===== src/rtl/video_timing_gen.sv =====
// Raster timing generator: sync/blank decode, viewport byte-fetch strobes and
// text-row counters for an NTSC/PAL display, format switch applied per frame.
module video_timing_gen #(
  parameter int H_TOTAL      = 458,
  parameter int HSYNC_COLS   = 28,
  parameter int V_TOTAL_NTSC = 262,
  parameter int V_TOTAL_PAL  = 312,
  parameter int VSYNC_ROWS   = 8,
  parameter int BLANK_COLS   = 38,
  parameter int PORT_X       = 129,
  parameter int PORT_W       = 256,
  parameter int PORT_Y_NTSC  = 63,
  parameter int PORT_Y_PAL   = 88,
  parameter int PORT_H       = 192,
  parameter int PRELOAD_LEAD = 8,
  parameter int CHAR_ROWS    = 12,
  parameter int BLINK_BIT    = 4
) (
  input  logic       i_clk,
  input  logic       i_reset,
  input  logic       i_format,
  input  logic [1:0] i_mode,
  output logic       o_hsn,
  output logic       o_fsn,
  output logic [1:0] o_active,
  output logic       o_preload,
  output logic       o_byte_strobe,
  output logic [5:0] o_byte_idx,
  output logic [7:0] o_line_idx,
  output logic [3:0] o_char_line,
  output logic       o_rowclear,
  output logic       o_frame_start,
  output logic       o_blink
);

  localparam int FETCH_X  = PORT_X - PRELOAD_LEAD;
  localparam int PORT_X_E = PORT_X + PORT_W;

  logic [8:0] r_col;
  logic [8:0] r_row;
  logic       r_fmt;
  logic [1:0] r_mode;
  logic [5:0] r_byteIdx;
  logic [7:0] r_lineIdx;
  logic [7:0] r_frameCnt;
  logic [3:0] r_charLine;

  logic [9:0] w_row;
  logic [9:0] w_nextRow;
  logic [9:0] w_vTot;
  logic [9:0] w_portY;
  logic [9:0] w_portYEnd;
  logic [9:0] w_fetchOff;
  logic       w_lineEnd;
  logic       w_frameEnd;
  logic       w_vpRow;
  logic       w_vpCol;
  logic       w_nextVpRow;
  logic       w_onPitch;
  logic       w_strobe;
  logic [5:0] w_lastIdx;

  // Row comparisons run at 10 bits so port_y + PORT_H never wraps.
  assign w_row       = {1'b0, r_row};
  assign w_vTot      = r_fmt ? 10'(V_TOTAL_PAL) : 10'(V_TOTAL_NTSC);
  assign w_portY     = r_fmt ? 10'(PORT_Y_PAL) : 10'(PORT_Y_NTSC);
  assign w_portYEnd  = w_portY + 10'(PORT_H);
  assign w_lineEnd   = (r_col == 9'(H_TOTAL - 1));
  assign w_frameEnd  = w_lineEnd && (w_row == w_vTot - 10'd1);
  assign w_nextRow   = w_frameEnd ? 10'd0 : w_row + 10'd1;
  assign w_vpRow     = (w_row >= w_portY) && (w_row < w_portYEnd);
  assign w_nextVpRow = (w_nextRow >= w_portY) && (w_nextRow < w_portYEnd);
  assign w_vpCol     = ({1'b0, r_col} >= 10'(PORT_X)) && ({1'b0, r_col} < 10'(PORT_X_E));
  assign w_fetchOff  = {1'b0, r_col} - 10'(FETCH_X);

  always_comb begin
    w_onPitch = (w_fetchOff % 10'(PORT_W / 32)) == 10'd0;
    w_lastIdx = 6'd31;
    case (r_mode)
      2'b01: begin
        w_onPitch = (w_fetchOff % 10'(PORT_W / 16)) == 10'd0;
        w_lastIdx = 6'd15;
      end
      2'b10: begin
        w_onPitch = (w_fetchOff % 10'(PORT_W / 8)) == 10'd0;
        w_lastIdx = 6'd7;
      end
      default: ;
    endcase
  end

  assign w_strobe = w_vpRow && (r_col >= 9'(FETCH_X)) && (w_fetchOff < 10'(PORT_W)) && w_onPitch;

  always_ff @(posedge i_clk or posedge i_reset) begin
    if (i_reset) begin
      r_col      <= 9'd0;
      r_row      <= 9'd0;
      r_fmt      <= 1'b0;
      r_mode     <= 2'b00;
      r_byteIdx  <= 6'd0;
      r_lineIdx  <= 8'd0;
      r_charLine <= 4'd0;
      r_frameCnt <= 8'd0;
    end else begin
      if (r_col == 9'd0) r_mode <= i_mode;
      if (w_lineEnd) begin
        r_col     <= 9'd0;
        r_row     <= w_nextRow[8:0];
        r_byteIdx <= 6'd0;
        if (w_nextRow == w_portY) begin
          r_lineIdx  <= 8'd0;
          r_charLine <= 4'd0;
        end else if (w_nextVpRow) begin
          r_lineIdx  <= r_lineIdx + 8'd1;
          r_charLine <= (r_charLine == 4'(CHAR_ROWS - 1)) ? 4'd0 : r_charLine + 4'd1;
        end
        // Format only takes effect on a frame boundary.
        if (w_frameEnd) begin
          r_fmt      <= i_format;
          r_frameCnt <= r_frameCnt + 8'd1;
        end
      end else begin
        r_col <= r_col + 9'd1;
        if (w_strobe && (r_byteIdx != w_lastIdx)) r_byteIdx <= r_byteIdx + 6'd1;
      end
    end
  end

  assign o_hsn         = (r_col >= 9'(HSYNC_COLS));
  assign o_fsn         = (r_row >= 9'(VSYNC_ROWS));
  assign o_active      = (!o_fsn || (r_col < 9'(BLANK_COLS))) ? 2'b00 :
                         (w_vpRow && w_vpCol) ? 2'b11 : 2'b10;
  assign o_preload     = w_strobe && (w_fetchOff == 10'd0);
  assign o_byte_strobe = w_strobe;
  assign o_byte_idx    = r_byteIdx;
  assign o_line_idx    = r_lineIdx;
  assign o_char_line   = r_charLine;
  assign o_rowclear    = (r_col == 9'd0) && w_vpRow && (w_row != w_portY) && (r_charLine == 4'd0);
  assign o_frame_start = (r_col == 9'd0) && (r_row == 9'd0);
  assign o_blink       = r_frameCnt[BLINK_BIT];

endmodule

===== config.mk =====
export PLATFORM = sky130hd
export DESIGN_NAME = video_timing_gen
export DESIGN_NICKNAME = d
export VERILOG_FILES = /design/src/rtl/video_timing_gen.sv
export SDC_FILE = /design/constraint.sdc
export NUM_CORES = 1
export LEC_CHECK = 0
export CORE_MARGIN = 5
export CORE_UTILIZATION = 53
export DETAILED_ROUTE_END_ITERATION = 12
export PLACE_DENSITY = 0.83
export SYNTH_ARGS = -nofsm -noshare
export SYNTH_HDL_FRONTEND = slang
export SYNTH_SLANG_ARGS = --single-unit
export TNS_END_PERCENT = 20

===== constraint.sdc =====
create_clock -name i_clk -period 4.47 [get_ports i_clk]
set_input_delay 0.894 -clock i_clk [delete_from_list [all_inputs] [get_ports i_clk]]
set_output_delay 0.894 -clock i_clk [all_outputs]
set_load 0.03 [all_outputs]

==> metrics.md, run 1 <==
| Metric | Value |
|---|---|
| DPL Wire Length | `5650 um` |
| Clock Tree Root | `clkbuf_8` |
| Overflow after GRT | `0` |
| Setup Viol. Count Final | `0` |
| CTS Sinks | `44` |
| M1 wire length | `3490 um` |
| Setup TNS after final layout | `0 ns` |
| Leak | `0.00170 uW` |
| Synthesized instance count | `378` |
| Commonest non-fill, non-tap cells in the layout | `dfrtp_1, nand2_1, ha_1` |
| Pwr Density | `185 nW/um2` |
| ANT cells | `0` |
| Critical Path End Type | `output port` |
| VDD IR-drop max | `0.000112 V` |
| Initial DRC count | `151` |
| Required @ worst endpoint | `3.58 ns` |
| Final design utilization | `61.2%` |
| Largest net degree at the start of global routing | `between 40 and 50` |
| RSZ-0062 raised after global routing | `false` |
| Cell variety after synth | `65` |
| Clk Latency, worst-skew pair | `0.30 ns` |
| Most common cell after layout, fill and taps aside | `dfrtp_1` |
| CP max-delay cell | `clkdlybuf4s50_1` |
| Postcts setup bufs | `0` |
| I/O pin total | `32` |
| DRC errors left | `0` |
| Mapped Nets | `between 400 and 500` |
| Via Count | `2,940` |
| Hold crit path type | `reg -> reg` |
| Crit-path leading delay family | `buffers and inverters` |
| First-pass DRT Iterations | `4` |
| Placed cell area | `roughly 3700 um2` |
| Final max-slew violation count | `0` |
| Post-synth EDFFs | `0` |
| Clock-pin slew on the worst setup and hold paths | `0.08 ns` |
| Final Critical Period | `between 4 and 5 ns` |
| Startpoint types | `register` |
| Area grow syn2layout | `14.1%` |
| Die width | `89.7 um` |
| Core area | `6280 um2` |
| #FFs+latches synth | `44` |
| Worst-path cell chain | `inv_1 -> ha_1 -> inv_1 -> a21oi_1 -> o21bai_1 -> o21ai_0 -> or4b_1 -> buf_4 -> inv_1 -> clkdlybuf4s50_1` |
| Clock skew | `0.00725 ns` |
| DR WL met3 | `367 um` |
| Seq/Total Area, Yosys | `32.7%` |
| FFs w/ async S/R, synth | `100%` |
| Die height | `about 90 um` |
| GRT Total Usage | `21.4%` |
| F_max | `0.239 GHz` |
| Final nets | `438` |
| Worst slew margin | `60.2%` |
| Port bufs | `31` |
| CP most frequent cell | `inv_1` |
| Fin crit share | `93.5%` |
| First-pass GRT wire length | `13,800 um` |
| CTS tree | `done` |
| Crit path arrival time | `3.28 ns` |
| Antenna violations before repair | `0` |
| Rows | `29` |
| ANT nets after route | `0` |
| Final WL | `7970 um` |
| Crit path max fanout | `13` |
| Critical path type | `reg -> out` |
| Worst Tran Pin Value | `0.597 ns` |
| Ys flop type | `dfrtp_1` |
| Critical path buffers and inverters | `5` |
| Mapped Area | `between 3000 and 4000 um2` |
| H-Tree Depth | `2` |
| Synthesized area per cell | `a little under 9 um2` |
| Starting Density | `53.6%` |
| Status | `completed` |
| Routed len/inst | `16.6 um` |
| Clk buf depth | `2` |
| Fill count | `533` |
| Die area | `8040 um2` |
| GPL Wtd Cong | `0.917` |
| Max stage delay on crit path | `roughly 0.67 ns` |
| Total CTS buffers | `5` |
| Metal2 WL | `roughly 4000 um` |
| Highest routing layer actually used | `met4` |
| Final hold vios | `0` |
| Design Area, Final | `3840 um2` |
| Yosys warning count | `0` |
| Vias/cell | `between 6 and 7` |
| # Max-Cap Violations | `0` |
| Share of layout cells above drive strength 1 | `under 10%` |
| Number of global-route vias before repair | `2,969` |
-- layer usage --
metal / GRT usage [%] / vias up
met3: 3.01 / 14
li1: - / 1412
met4: 7.71 / 0
met2: 36.4 / 76
met5: 0 / -
met1: 27.6 / 1438
-- power breakdown --
part	total (uW)	internal, uW	switching (uW)
combinational	17.7	6.61	11.1
clock	293	161	132
sequential	399	399	0.796
-- what timing repair did --
action | in CTS | in global routing
hold buffers | 0 | 0
resized for setup | 1 | 4
setup endpoints to repair | 1 | 3
-- registers in the layout, summed over array words and instances (netlist names) --
signal,flops
o_char_line,4
r_fmt,1
r_frameCnt,5
o_line_idx,8
r_mode,2
r_row,9
o_byte_idx,6
r_col,9
-- through the flow --
| stage | power (uW) | setup slack (ns) | cells | hold slack, ns |
|---|---|---|---|---|
| after floorplan | 417 | 0.672 | 378 | 0.446 |
| after global placement | 425 | 0.451 | 473 | 0.467 |
| after detailed placement | 426 | 0.326 | 473 | 0.468 |
| after CTS | 714 | 0.0882 | 479 | 0.480 |
| after global routing | 733 | 0.0418 | 479 | 0.497 |
| final | 710 | 0.292 | 479 | 0.475 |
-- worst paths after layout --
check	from	end	slack [ns]	depth (start not counted)
max	r_fmt	o_byte_strobe	0.29	10
min	r_frameCnt[4]	r_frameCnt[4]	0.48	1
max reg2reg	r_fmt	o_line_idx[0]	0.46	13
min reg2reg	r_frameCnt[4]	r_frameCnt[4]	0.48	1
max in group asynchronous	i_reset	r_fmt	2.98	3
min in group asynchronous	i_reset	o_byte_idx[3]	1.04	3
-- Yosys cell counts (3+ instances only) --
cell	number	area share (%)
a211o_1	4	1.0
nand2_1	34	3.8
ha_1	30	11
xor2_1	6	1.6
a31o_1	3	0.78
dfrtp_1	44	33
a21oi_1	9	1.3
or4_1	3	0.67
o21a_1	3	0.67
nor4_1	5	0.93
nand4_1	10	1.9
a21boi_0	4	0.89
a211oi_1	3	0.67
o221ai_1	4	1.0
o211ai_1	6	1.3
and2_1	3	0.56
o31ai_1	7	1.6
and3_1	10	1.9
a311oi_1	3	0.78
nor3_1	5	0.74
nand3_1	17	2.5
buf_2	9	1.3
a22o_1	4	1.0
xnor2_1	14	3.6
clkbuf_1	11	1.2
a31oi_1	5	0.93
nor2_1	24	2.7
nand2b_1	5	0.93
o21ai_0	12	1.8
or2_2	4	0.74
inv_1	27	3.0
nor2b_1	5	0.93
mux2_2	5	1.7
-- area by class of cell --
cell class / instances / area, um2 / share of cell area [%]
Timing Repair Buffer: 41 / 390 / 10.2
Clock inverter: 1 / 30.0 / 0.782
Clock buffer: 5 / 68.8 / 1.79
Sequential cell: 44 / 1100 / 28.8
Tap cell: 77 / 96.3 / 2.51
Inverter: 27 / 101 / 2.64
Multi-Input combinational cell: 284 / 2050 / 53.3
-- cell families after synthesis --
group                    count (synthesis)  synth area share [%]
buffers and inverters                   50                  6.47
flip-flops                              44                  32.7
XOR/XNOR                                20                  5.20
AND/OR/NAND/NOR                        146                  24.2
AO/OA/AOI/OAI                           83                  18.6
multiplexers                             5                  1.67
adder cells (fa/ha/maj)                 30                  11.2
-- worst reg2reg max path, stage by stage (launching register included) --
cell and delay, ns:
dfrtp_2 0.51, ha_1 0.35, nor4b_1 0.44, and3_1 0.35
and2_1 0.31, nor2_1 0.11, ha_1 0.20, nor2b_1 0.13
o21a_1 0.17, o21a_1 0.16, a211o_1 0.24, a21oi_1 0.32
o21ai_0 0.28, mux2_2 0.32
No activity file was read; power rests on OpenSTA's default activity.
==> run 2: changes to the inputs <==
Settings changed: CTS_CLUSTER_SIZE set to 28.
==> results of run 2 <==
The final DEF is identical to that of run 1; final timing and power are the same.
==> run 3: changes to the inputs <==
Settings changed: CAP_MARGIN set to 20, CORE_UTILIZATION 53 to 52, PLACE_DENSITY 0.83 to 0.81, SLEW_MARGIN set to 20.
==> metrics.md, run 3 (synthesis gave the netlist of run 1 again) <==
| Metric | Value |
|---|---|
| Status | `completed` |
| CTS tree | `done` |
| Area grow syn2layout | `14.8%` |
| DPL Wire Length | `5720 um` |
| Critical path type | `reg -> out` |
| Pre-CTS WS | `0.361 ns` |
| Starting Density | `53.3%` |
| Routed len/inst | `16.5 um` |
| Clk buf depth | `2` |
| Fill count | `between 500 and 600` |
| Critical Path End Type | `output port` |
| Clock-pin slew on the worst setup and hold paths | `0.09 ns` |
| CTS Sinks | `44` |
| Worst Tran Pin Value | `0.574 ns` |
| # Max-Cap Violations | `0` |
| Setup Viol. Count Final | `0` |
| Die height | `90.5 um` |
| Core area | `roughly 6300 um2` |
| Overflow after GRT | `0` |
| Number of global-route vias before repair | `between 2,000 and 3,000` |
| Required @ worst endpoint | `between 3 and 4 ns` |
| Metal2 WL | `3950 um` |
| H-Tree Depth | `2` |
| RSZ-0062 raised after global routing | `false` |
| Hold_ws | `between 0.4 and 0.5 ns` |
| Most common cell after layout, fill and taps aside | `dfrtp_1` |
| I/O pin total | `32` |
| Via Count | `2,961` |
| Total CTS buffers | `5` |
| Leak | `0.00171 uW` |
| M1 wire length | `3550 um` |
| CTS resizes | `0` |
| Clock Tree Root | `clkbuf_8` |
| Postcts setup bufs | `0` |
| CP max-delay cell | `clkdlybuf4s50_1` |
| Rows | `29` |
| DR WL met3 | `304 um` |
| DRC errors left | `0` |
| Final nets | `439` |
| Max stage delay on crit path | `0.69 ns` |
| Clock skew | `0.0128 ns` |
| Antenna violations before repair | `0` |
| GPL Wtd Cong | `0.924` |
| Highest routing layer actually used | `met4` |
| F_max | `0.239 GHz` |
| Clk Latency, worst-skew pair | `roughly 0.31 ns` |
| Die area | `8180 um2` |
| Fin crit share | `93.5%` |
| Pwr Density | `192 nW/um2` |
| Startpoint types | `register` |
| Final WL | `7950 um` |
| Hold crit path type | `reg -> reg` |
| Crit path max fanout | `11` |
| First-pass DRT Iterations | `4` |
| Commonest non-fill, non-tap cells in the layout | `dfrtp_1, nand2_1, ha_1` |
| First-pass GRT wire length | `~14,000 um` |
| Final max-slew violation count | `0` |
| Crit path arrival time | `3.29 ns` |
| Final hold vios | `0` |
| Share of layout cells above drive strength 1 | `10.1%` |
| Hold buffer count at cts | `0` |
| Worst slew margin | `60.8%` |
| Setup ws final | `0.291 ns` |
| GRT Total Usage | `20.2%` |
| ANT cells | `0` |
| Final Critical Period | `4.18 ns` |
| Initial DRC count | `around 150` |
| Final design utilization | `61.2%` |
| Vias/cell | `6.14` |
| Worst-path cell chain | `inv_1 -> ha_1 -> nand2b_1 -> nand4_1 -> a21oi_1 -> o221ai_1 -> or4b_1 -> nor3_1 -> clkdlybuf4s50_1` |
| Largest net degree at the start of global routing | `45` |
| Setup TNS after final layout | `0 ns` |
| Die width | `around 90 um` |
| ANT nets after route | `0` |
| Port bufs | `31` |
| VDD IR-drop max | `0.000119 V` |
## run 3: worst paths after layout
| path | startpoint | endpoint | slack (ns) | cells past startpoint |
|---|---|---|---|---|
| worst max register to register | r_fmt | o_line_idx[0] | 0.45 | 13 |
| max in group asynchronous | i_reset | r_col[0] | 3.01 | 3 |
| worst max-delay path | r_col[0] | o_preload | 0.29 | 9 |
| worst min register to register | r_frameCnt[4] | r_frameCnt[4] | 0.47 | 1 |
| worst min-delay path | r_frameCnt[4] | r_frameCnt[4] | 0.47 | 1 |
| min in group asynchronous | i_reset | o_byte_idx[2] | 1.02 | 3 |
## run 3: final cells by class
cell class	count	area [um2]	share of cell area [%]
multi-input combinational	284	2050	53.0
sequential	44	1100	28.6
timing repair buffer	42	398	10.3
inverter	27	101	2.62
tap	77	96.3	2.49
clock buffer	5	68.8	1.78
clock inverter	3	46.3	1.20
## run 3: power breakdown
part           internal [uW]  switching, uW  total [uW]
clock                    169            157         325
combinational           6.64           11.2        17.8
sequential               399          0.890         399
total                    574            169         743
## run 3: metrics by stage
step           cell area [um2]  power, uW  cells
6_report                  3860        743    482
5_1_grt                   3860        769    482
4_1_cts                   3850        748    482
3_5_place_dp              3740        426    474
3_3_place_gp              3740        425    474
2_1_floorplan             3370        417    378
## run 3: worst max-delay path, delay by kind of cell, from the launching register on
kind	cells	cell delay, ns
and+or+nand+nor	4	1.04
AOI/OAI and AO/OA	2	0.39
DFF	1	0.51
buffers and inverters	2	0.79
adders and majority gates	1	0.25
## run 3: routing by layer
metal	vias up	GRT usage, %
met1	1437	26.3
met5	-	0
met4	0	7.07
met2	74	33.9
met3	19	3.00
li1	1431	-
